$ cat config.mk
export PLATFORM = sky130hd
export DESIGN_NAME = bg_scene_scheduler
export DESIGN_NICKNAME = d
export VERILOG_FILES = /design/src/rtl/bg_scene_scheduler.sv
export SDC_FILE = /design/constraint.sdc
export NUM_CORES = 1
export LEC_CHECK = 0
export ABC_CLOCK_PERIOD_IN_PS = 2200
export CAP_MARGIN = 20
export CELL_PAD_IN_SITES_DETAIL_PLACEMENT = 1
export CELL_PAD_IN_SITES_GLOBAL_PLACEMENT = 1
export CORE_MARGIN = 2
export CORE_UTILIZATION = 42
export CTS_CLUSTER_SIZE = 40
export DETAILED_ROUTE_END_ITERATION = 12
export HOLD_SLACK_MARGIN = 0.12
export PLACE_DENSITY = 0.89
export SKIP_CTS_REPAIR_TIMING = 1
export SYNTH_ARGS = -nofsm -noshare
export SYNTH_HDL_FRONTEND = slang
export SYNTH_SLANG_ARGS = --single-unit
$ cat constraint.sdc
create_clock -name clk -period 2.2 [get_ports clk]
set_input_delay 0.44 -clock clk [delete_from_list [all_inputs] [get_ports clk]]
set_output_delay 0.44 -clock clk [all_outputs]
set_load 0.05 [all_outputs]
$ cat src/rtl/bg_scene_scheduler.sv
// Background scene scheduler: picks the VGA background source per frame, blanking between scenes.
// Define SCHED_RANDOM_EN for LFSR-chosen auto/button advances (default build: sequential +1).
module bg_scene_scheduler #(
    parameter int unsigned DWELL_FRAMES = 180,
    parameter int unsigned BLANK_FRAMES = 4,
    parameter int unsigned CNT_W        = 10
) (
    input  logic             clk,
    input  logic             rst_n,
    input  logic             frame_start,
    input  logic [1:0]       mode_req,
    input  logic             auto_en,
    input  logic             next_btn,
    output logic [1:0]       bg_sel,
    output logic             blank,
    output logic             switch_pulse,
    output logic [CNT_W-1:0] frame_cnt
);

    localparam int unsigned DW_W = (DWELL_FRAMES > 1) ? $clog2(DWELL_FRAMES) : 1;
    localparam int unsigned BL_W = (BLANK_FRAMES > 1) ? $clog2(BLANK_FRAMES + 1) : 1;
    localparam logic [DW_W-1:0] DWELL_LAST = DW_W'(DWELL_FRAMES - 1);
    localparam logic [BL_W-1:0] BLANK_LAST = BL_W'(BLANK_FRAMES);

    typedef enum logic [0:0] {StRun, StBlank} state_e;

    state_e          state;
    logic [DW_W-1:0] dwell;
    logic [BL_W-1:0] blank_cnt;
    logic [BL_W-1:0] blank_cnt_inc;
    logic [1:0]      target;
    logic [1:0]      adv_target;
    logic [1:0]      new_target;
    logic            btn_meta;
    logic            btn_sync;
    logic            btn_samp;
    logic            btn_deb;
    logic            btn_pend;
    logic            deb_next;
    logic            btn_rise;
    logic            go_change;

    // Only the synchroniser runs every cycle; everything else steps on frame_start.
    always_ff @(posedge clk or negedge rst_n) begin
        if (!rst_n) begin
            btn_meta <= 1'b0;
            btn_sync <= 1'b0;
        end else begin
            btn_meta <= next_btn;
            btn_sync <= btn_meta;
        end
    end

`ifdef SCHED_RANDOM_EN
    logic [7:0] lfsr;

    always_ff @(posedge clk or negedge rst_n) begin
        if (!rst_n) begin
            lfsr <= 8'hA5;
        end else if (frame_start) begin
            lfsr <= {lfsr[6:0], lfsr[7] ^ lfsr[5] ^ lfsr[4] ^ lfsr[3]};
        end
    end

    // Never pick the scene already on screen.
    always_comb begin
        adv_target = lfsr[1:0];
        if (lfsr[1:0] == bg_sel) adv_target = lfsr[1:0] + 2'd1;
    end
`else
    assign adv_target = bg_sel + 2'd1;
`endif

    // Debounced level flips only on two agreeing frame-rate samples.
    always_comb begin
        deb_next = btn_deb;
        if (btn_sync && btn_samp) begin
            deb_next = 1'b1;
        end else if (!btn_sync && !btn_samp) begin
            deb_next = 1'b0;
        end
        btn_rise = deb_next & ~btn_deb;
    end

    always_comb begin
        go_change  = 1'b0;
        new_target = target;
        if (state == StRun) begin
            if (auto_en) begin
                if (btn_pend || (dwell == DWELL_LAST)) begin
                    go_change  = 1'b1;
                    new_target = adv_target;
                end
            end else if (mode_req != bg_sel) begin
                go_change  = 1'b1;
                new_target = mode_req;
            end
        end
    end

    assign blank_cnt_inc = blank_cnt + BL_W'(1);

    always_ff @(posedge clk or negedge rst_n) begin
        if (!rst_n) begin
            state        <= StRun;
            dwell        <= '0;
            blank_cnt    <= '0;
            target       <= 2'd0;
            btn_samp     <= 1'b0;
            btn_deb      <= 1'b0;
            btn_pend     <= 1'b0;
            bg_sel       <= 2'd0;
            blank        <= 1'b0;
            switch_pulse <= 1'b0;
            frame_cnt    <= '0;
        end else begin
            switch_pulse <= 1'b0;
            if (frame_start) begin
                frame_cnt <= frame_cnt + CNT_W'(1);
                btn_samp  <= btn_sync;
                btn_deb   <= deb_next;
                unique case (state)
                    StRun: begin
                        if (!auto_en || go_change) begin
                            dwell <= '0;
                        end else begin
                            dwell <= dwell + DW_W'(1);
                        end
                        // Manual mode discards button presses outright.
                        btn_pend <= auto_en ? ((btn_pend & ~go_change) | btn_rise) : 1'b0;
                        if (go_change) begin
                            target <= new_target;
                            if (BLANK_FRAMES == 0) begin
                                bg_sel       <= new_target;
                                switch_pulse <= 1'b1;
                            end else begin
                                state     <= StBlank;
                                blank     <= 1'b1;
                                blank_cnt <= '0;
                            end
                        end
                    end
                    StBlank: begin
                        btn_pend  <= btn_pend | btn_rise;
                        blank_cnt <= blank_cnt_inc;
                        if (blank_cnt_inc == BLANK_LAST) begin
                            bg_sel       <= target;
                            blank        <= 1'b0;
                            switch_pulse <= 1'b1;
                            state        <= StRun;
                        end
                    end
                endcase
            end
        end
    end

endmodule

Word-level counts from Yosys, hierarchy flattened
Cells that the tools add are included.
Word-level totals
  bits in registers: 33
  bits in latches: 0
  memory bits (writable): 0
  ROM bits: 0
  bits of input ports: 7
  output and inout bits: 14
  word-level logic and storage cells: 66
  memories: 0
Operators by class
  add/subtract/negate cells: 4
  multipliers: 0
  div/mod/pow operators: 0
  magnitude comparators: 0
  equal/unequal tests: 6
  shifts and indexed selects: 0
  muxes and demuxes: 23
  bitwise logic cells: 7
  reductions and logical operators: 13
Operators with widths (count)
  $mux 1: 14
  $add 10x1->10 const B: 1
  $add 8x1->8 const B: 1
  $eq 8x8->1 const B: 1
  $mux 8: 1
  $mux 2: 3
  $pmux 1 s2: 3
  $pmux 3 s2: 1
  $reduce_and 3->1: 2
  $reduce_and 5->1: 1
  $ne 2x1->1 const B: 2
  $reduce_and 2->1: 2
  $add 3x1->3 const B: 1
  $eq 3x3->1 const B: 1
  $logic_not 1->1: 3
  $mux 3: 1
  $not 1->1: 3
  $add 2x1->2 const B: 1
  $and 1x1->1: 2
  $logic_and 1x1->1: 2
  $logic_or 1x1->1: 2
  $ne 2x2->1: 1
  $ne 2x2->1 const B: 1
  $or 1x1->1: 2
  $reduce_bool 2->1: 1

Longest topological paths before layout
Gate-level depths: netlist of the first run.
  depth in word-level cells: 10
  gate-level depth with buffers: 5

Worst setup path after synthesis of the first run
OpenSTA, ideal clock, no wires.
  path kind: register to register
  from: reg dwell[0]
  to: reg target[0]
  data arrival time: 1593 ps
  required time: 2075 ps
  path slack: 483 ps
  stages on the path, launching flop included: 6
  buffers on the path: 0
  cell sequence: dfrtp_1 -> ha_1 -> nor4b_4 -> a31oi_4 -> nor3_4 -> mux2_2
Between the ends
  cells in the longest elaborated chain, start to end: 6
Ends and longest elaborated chain
  start, declared: RTL line 28  | logic [DW_W-1:0] dwell;
  start signal, assigned: RTL line 127  | dwell <= dwell + DW_W'(1);
  $eq 8x8->1 *: RTL line 90  | if (btn_pend || (dwell == DWELL_LAST)) begin
  $logic_or 1x1->1 *: RTL line 90
  $mux 1: RTL line 90
  $mux 1: RTL line 89  | if (auto_en) begin
  $mux 1: RTL line 88  | if (state == StRun) begin
  $reduce_and 5->1 (no source line) *
  end signal, assigned: RTL line 132  | target <= new_target;
  end, declared: RTL line 31  | logic [1:0] target;
Mark *: on every way between the ends. The rest lies on a longest branch, timed or not.
A chain may end at the register's enable or synchronous reset.

Worst setup path after layout of the first run
  from: reg bg_sel[0]
  to: out bg_sel[0]
RTL lines
  start, declared: RTL line 14  | output logic [1:0] bg_sel,
  start signal, assigned: RTL line 134  | bg_sel <= new_target;
  start signal, assigned: RTL line 147  | bg_sel <= target;
No word-level cell between the ends.

==> results.md, run 1 <==
- Crit path buffers/inverters: 1
- Layout cells sized above 1: 0.1207
- Final cell count without fillers: 222
- Post-detailed-route count of antenna-violating nets: 0
- Num CTS Buffers: 5
- Util after Layout: 0.5396
- Worst slew pin tran: approximately 0.53 ns
- Tot Pwr: ~2.6 mW
- CTS max path bufs: 2
- Clock Tree Root: clkbuf_8
- RSZ-0062 raised after global routing: false
- Clock Sinks: 33
- Slowest cell on crit path: clkdlybuf4s50_1
- Status: completed
- Port bufs: 20
- Pwr per Cell Area: 1357 mW/mm^2
- Setup Crit Path Kind: reg2out
- Critical path data arrival time: 1.56 ns
- Register area share after synthesis: 0.5310
- Slew HR: 0.6480
- CP Launch Type: flip-flop
- Fin crit share: 0.9095
- DR WL/cell: roughly 15 um
- Final nets: 184
- IO Count: 21
- Die Wd: ~65 um
- DP Area: between 0.0015 and 0.002 sq mm
- Die ar.: 0.004206 sq mm
- Die Height: 64.85 um
- ANT cells: 0
- Core Region: 0.003606 sq mm
- Type of the worst min-delay path: reg2reg
- Setup violators final: 0
- Setup TNS: 0 ns
- Initial core utilization: 0.4313
- Max-cap viol count: 0
- Cell variety after synth: 29
- CTS tree: done
- GR Util All Layers: 0.1900
- Max incr delay on CP: 0.84 ns
- FILL cells: approximately 390
- Yosys warns: 0
- Post-DP HPWL: 2530 um
- Row count: 22
- Worst Setup End Kind: primary output
- Placed insts: ~210
- Area Overhead vs Synth: 25.10%
- Place WS: approximately 0.08 ns
- Initial DRC count: 53
- Lkg Pwr: roughly 0.83 nW
- Cell count after synthesis: around 150
- GR Overflow Total: 0
- Routed vias/inst: roughly 5.2
- Commonest non-fill, non-tap cells in the layout: dfrtp_1 (33), clkdlybuf4s50_1 (20), nand2_1 (13)
- Slew Viols, Final: 0
- Final Worst Setup Slack: 0.1990 ns
- Clock transition at path regs: approximately 0.07 ns
- DRT Pass-1 Iters: 4
- Residual DRC count: 0
- Critical Path RT: about 1.8 ns
- Vias in the first global route: ~1300
- Final hold violations: 0
- Cell family with most CP delay: buffers and inverters
- Min Tclk post-route: approximately 2 ns
- Final WL: about 3400 um
- Hold slack: around 0.35 ns
- Yosys reg bits: 33
- Mean area per synthesized cell: 10.73 sq um
- Skew final: 0.004263 ns
- Worst Path Max Fanout: 5
- Clock Latency Late Sink: between 0.2 and 0.3 ns
- Crit path cell chain: clkdlybuf4s50_1
- Design area: slightly below 0.002 sq mm
- Mapped Nets: 156
- Commonest non-fill, non-tap cell in the layout: dfrtp_1
- Max IR drop VDD: 714.8 uV
- Initial antenna violation count: 0
- Largest net degree at the start of global routing: 34
- Via count: roughly 1200
- Syn Std Cell Area: around 0.0016 sq mm
- Final Wtd Congestion: between 0.9 and 1
- H-tree Lvls: 2
- Fmax: between 400 and 500 MHz
- First-pass GRT wire length: approximately 6000 um
[report_power, final]
group	internal (mW)	total [mW]	switching [mW]
combinational	0.404	1.01	0.603
clock	0.369	0.595	0.226
sequential	0.805	1.04	0.232
[kinds of logic (layout without fill, tap and decap cells)]
logic type,count (synthesis),count (layout),share of synthesized area
XOR/XNOR,12,12,0.06758
AO/OA/AOI/OAI,26,26,0.1078
adder cells (fa/ha/maj),4,4,0.03218
AND/OR/NAND/NOR,54,54,0.1931
flip-flops,33,33,0.5310
multiplexers,5,5,0.03620
buffers and inverters,11,40,0.03218
[Yosys cell counts]
cell	instances	area [sq um]
clkbuf_1	2	7.510
nand3_1	12	60.06
o22ai_1	2	12.51
nor4b_4	1	23.77
and3_1	2	12.51
and2_1	2	12.51
buf_6	1	11.26
o21ai_0	8	40.04
and4_1	1	8.760
nor3_1	1	5.000
nand2b_1	5	31.28
nor2_1	9	33.78
a31oi_4	1	21.27
nand4_1	5	31.28
xor2_1	5	43.79
mux2_2	5	56.30
nand2b_2	1	8.760
or4_1	1	7.510
nor3_4	1	16.27
a21o_1	2	15.01
o31ai_1	1	7.510
dfrtp_1	33	825.8
ha_1	4	50.05
inv_1	7	26.28
xnor2_1	7	61.31
nand2_1	13	48.80
a21oi_1	9	45.04
clkbuf_2	1	5.000
o311ai_0	3	26.28
[registers in the layout, summed over array words and instances (netlist names)]
register,cells
switch_pulse,1
blank,1
target,2
btn_sync,1
btn_meta,1
state,1
btn_samp,1
btn_pend,1
bg_sel,2
btn_deb,1
blank_cnt,3
frame_cnt,10
dwell,8
[worst paths after layout]
kind                                  startpoint                  endpoint  slack, ns  cells past startpoint
setup / recovery           bg_sel[0]$_DFFE_PN0P_                 bg_sel[0]       0.20                      1
hold / removal                btn_meta$_DFF_PN0_        btn_sync$_DFF_PN0_       0.35                      0
setup reg to reg            dwell[0]$_DFFE_PN0P_     target[1]$_DFFE_PN0P_       0.24                      5
hold reg to reg               btn_meta$_DFF_PN0_        btn_sync$_DFF_PN0_       0.35                      0
max in group asynchronous                  rst_n      dwell[1]$_DFFE_PN0P_       1.36                      2
min in group asynchronous                  rst_n  frame_cnt[9]$_DFFE_PN0P_       0.54                      2
[final cells by class]
| cell class | count | area (sq um) | area share |
|---|---|---|---|
| multi-input combinational | 101 | 679.4 | 0.3492 |
| inverter | 7 | 26.28 | 0.01350 |
| timing repair buffer | 25 | 237.7 | 0.1222 |
| clock buffer | 7 | 86.33 | 0.04437 |
| sequential | 33 | 825.8 | 0.4244 |
| tap | 48 | 60.06 | 0.03087 |
| clock inverter | 1 | 30.03 | 0.01543 |
[layer usage]
metal	routed length, um	track usage
met1	1444	0.2137
met2	1751	0.3235
met3	114	0.06771
met4	68	0.08245
met5	0	0
No activity file was read; power rests on OpenSTA's default activity.
==> inputs of run 2 (changes only) <==
--- a/config.mk
+++ b/config.mk
@@ -19,3 +19,4 @@
 export SYNTH_ARGS = -nofsm -noshare
 export SYNTH_HDL_FRONTEND = slang
 export SYNTH_SLANG_ARGS = --single-unit
+export TNS_END_PERCENT = 100
==> results of run 2 <==
The final DEF is identical to that of run 1; final timing and power are the same.
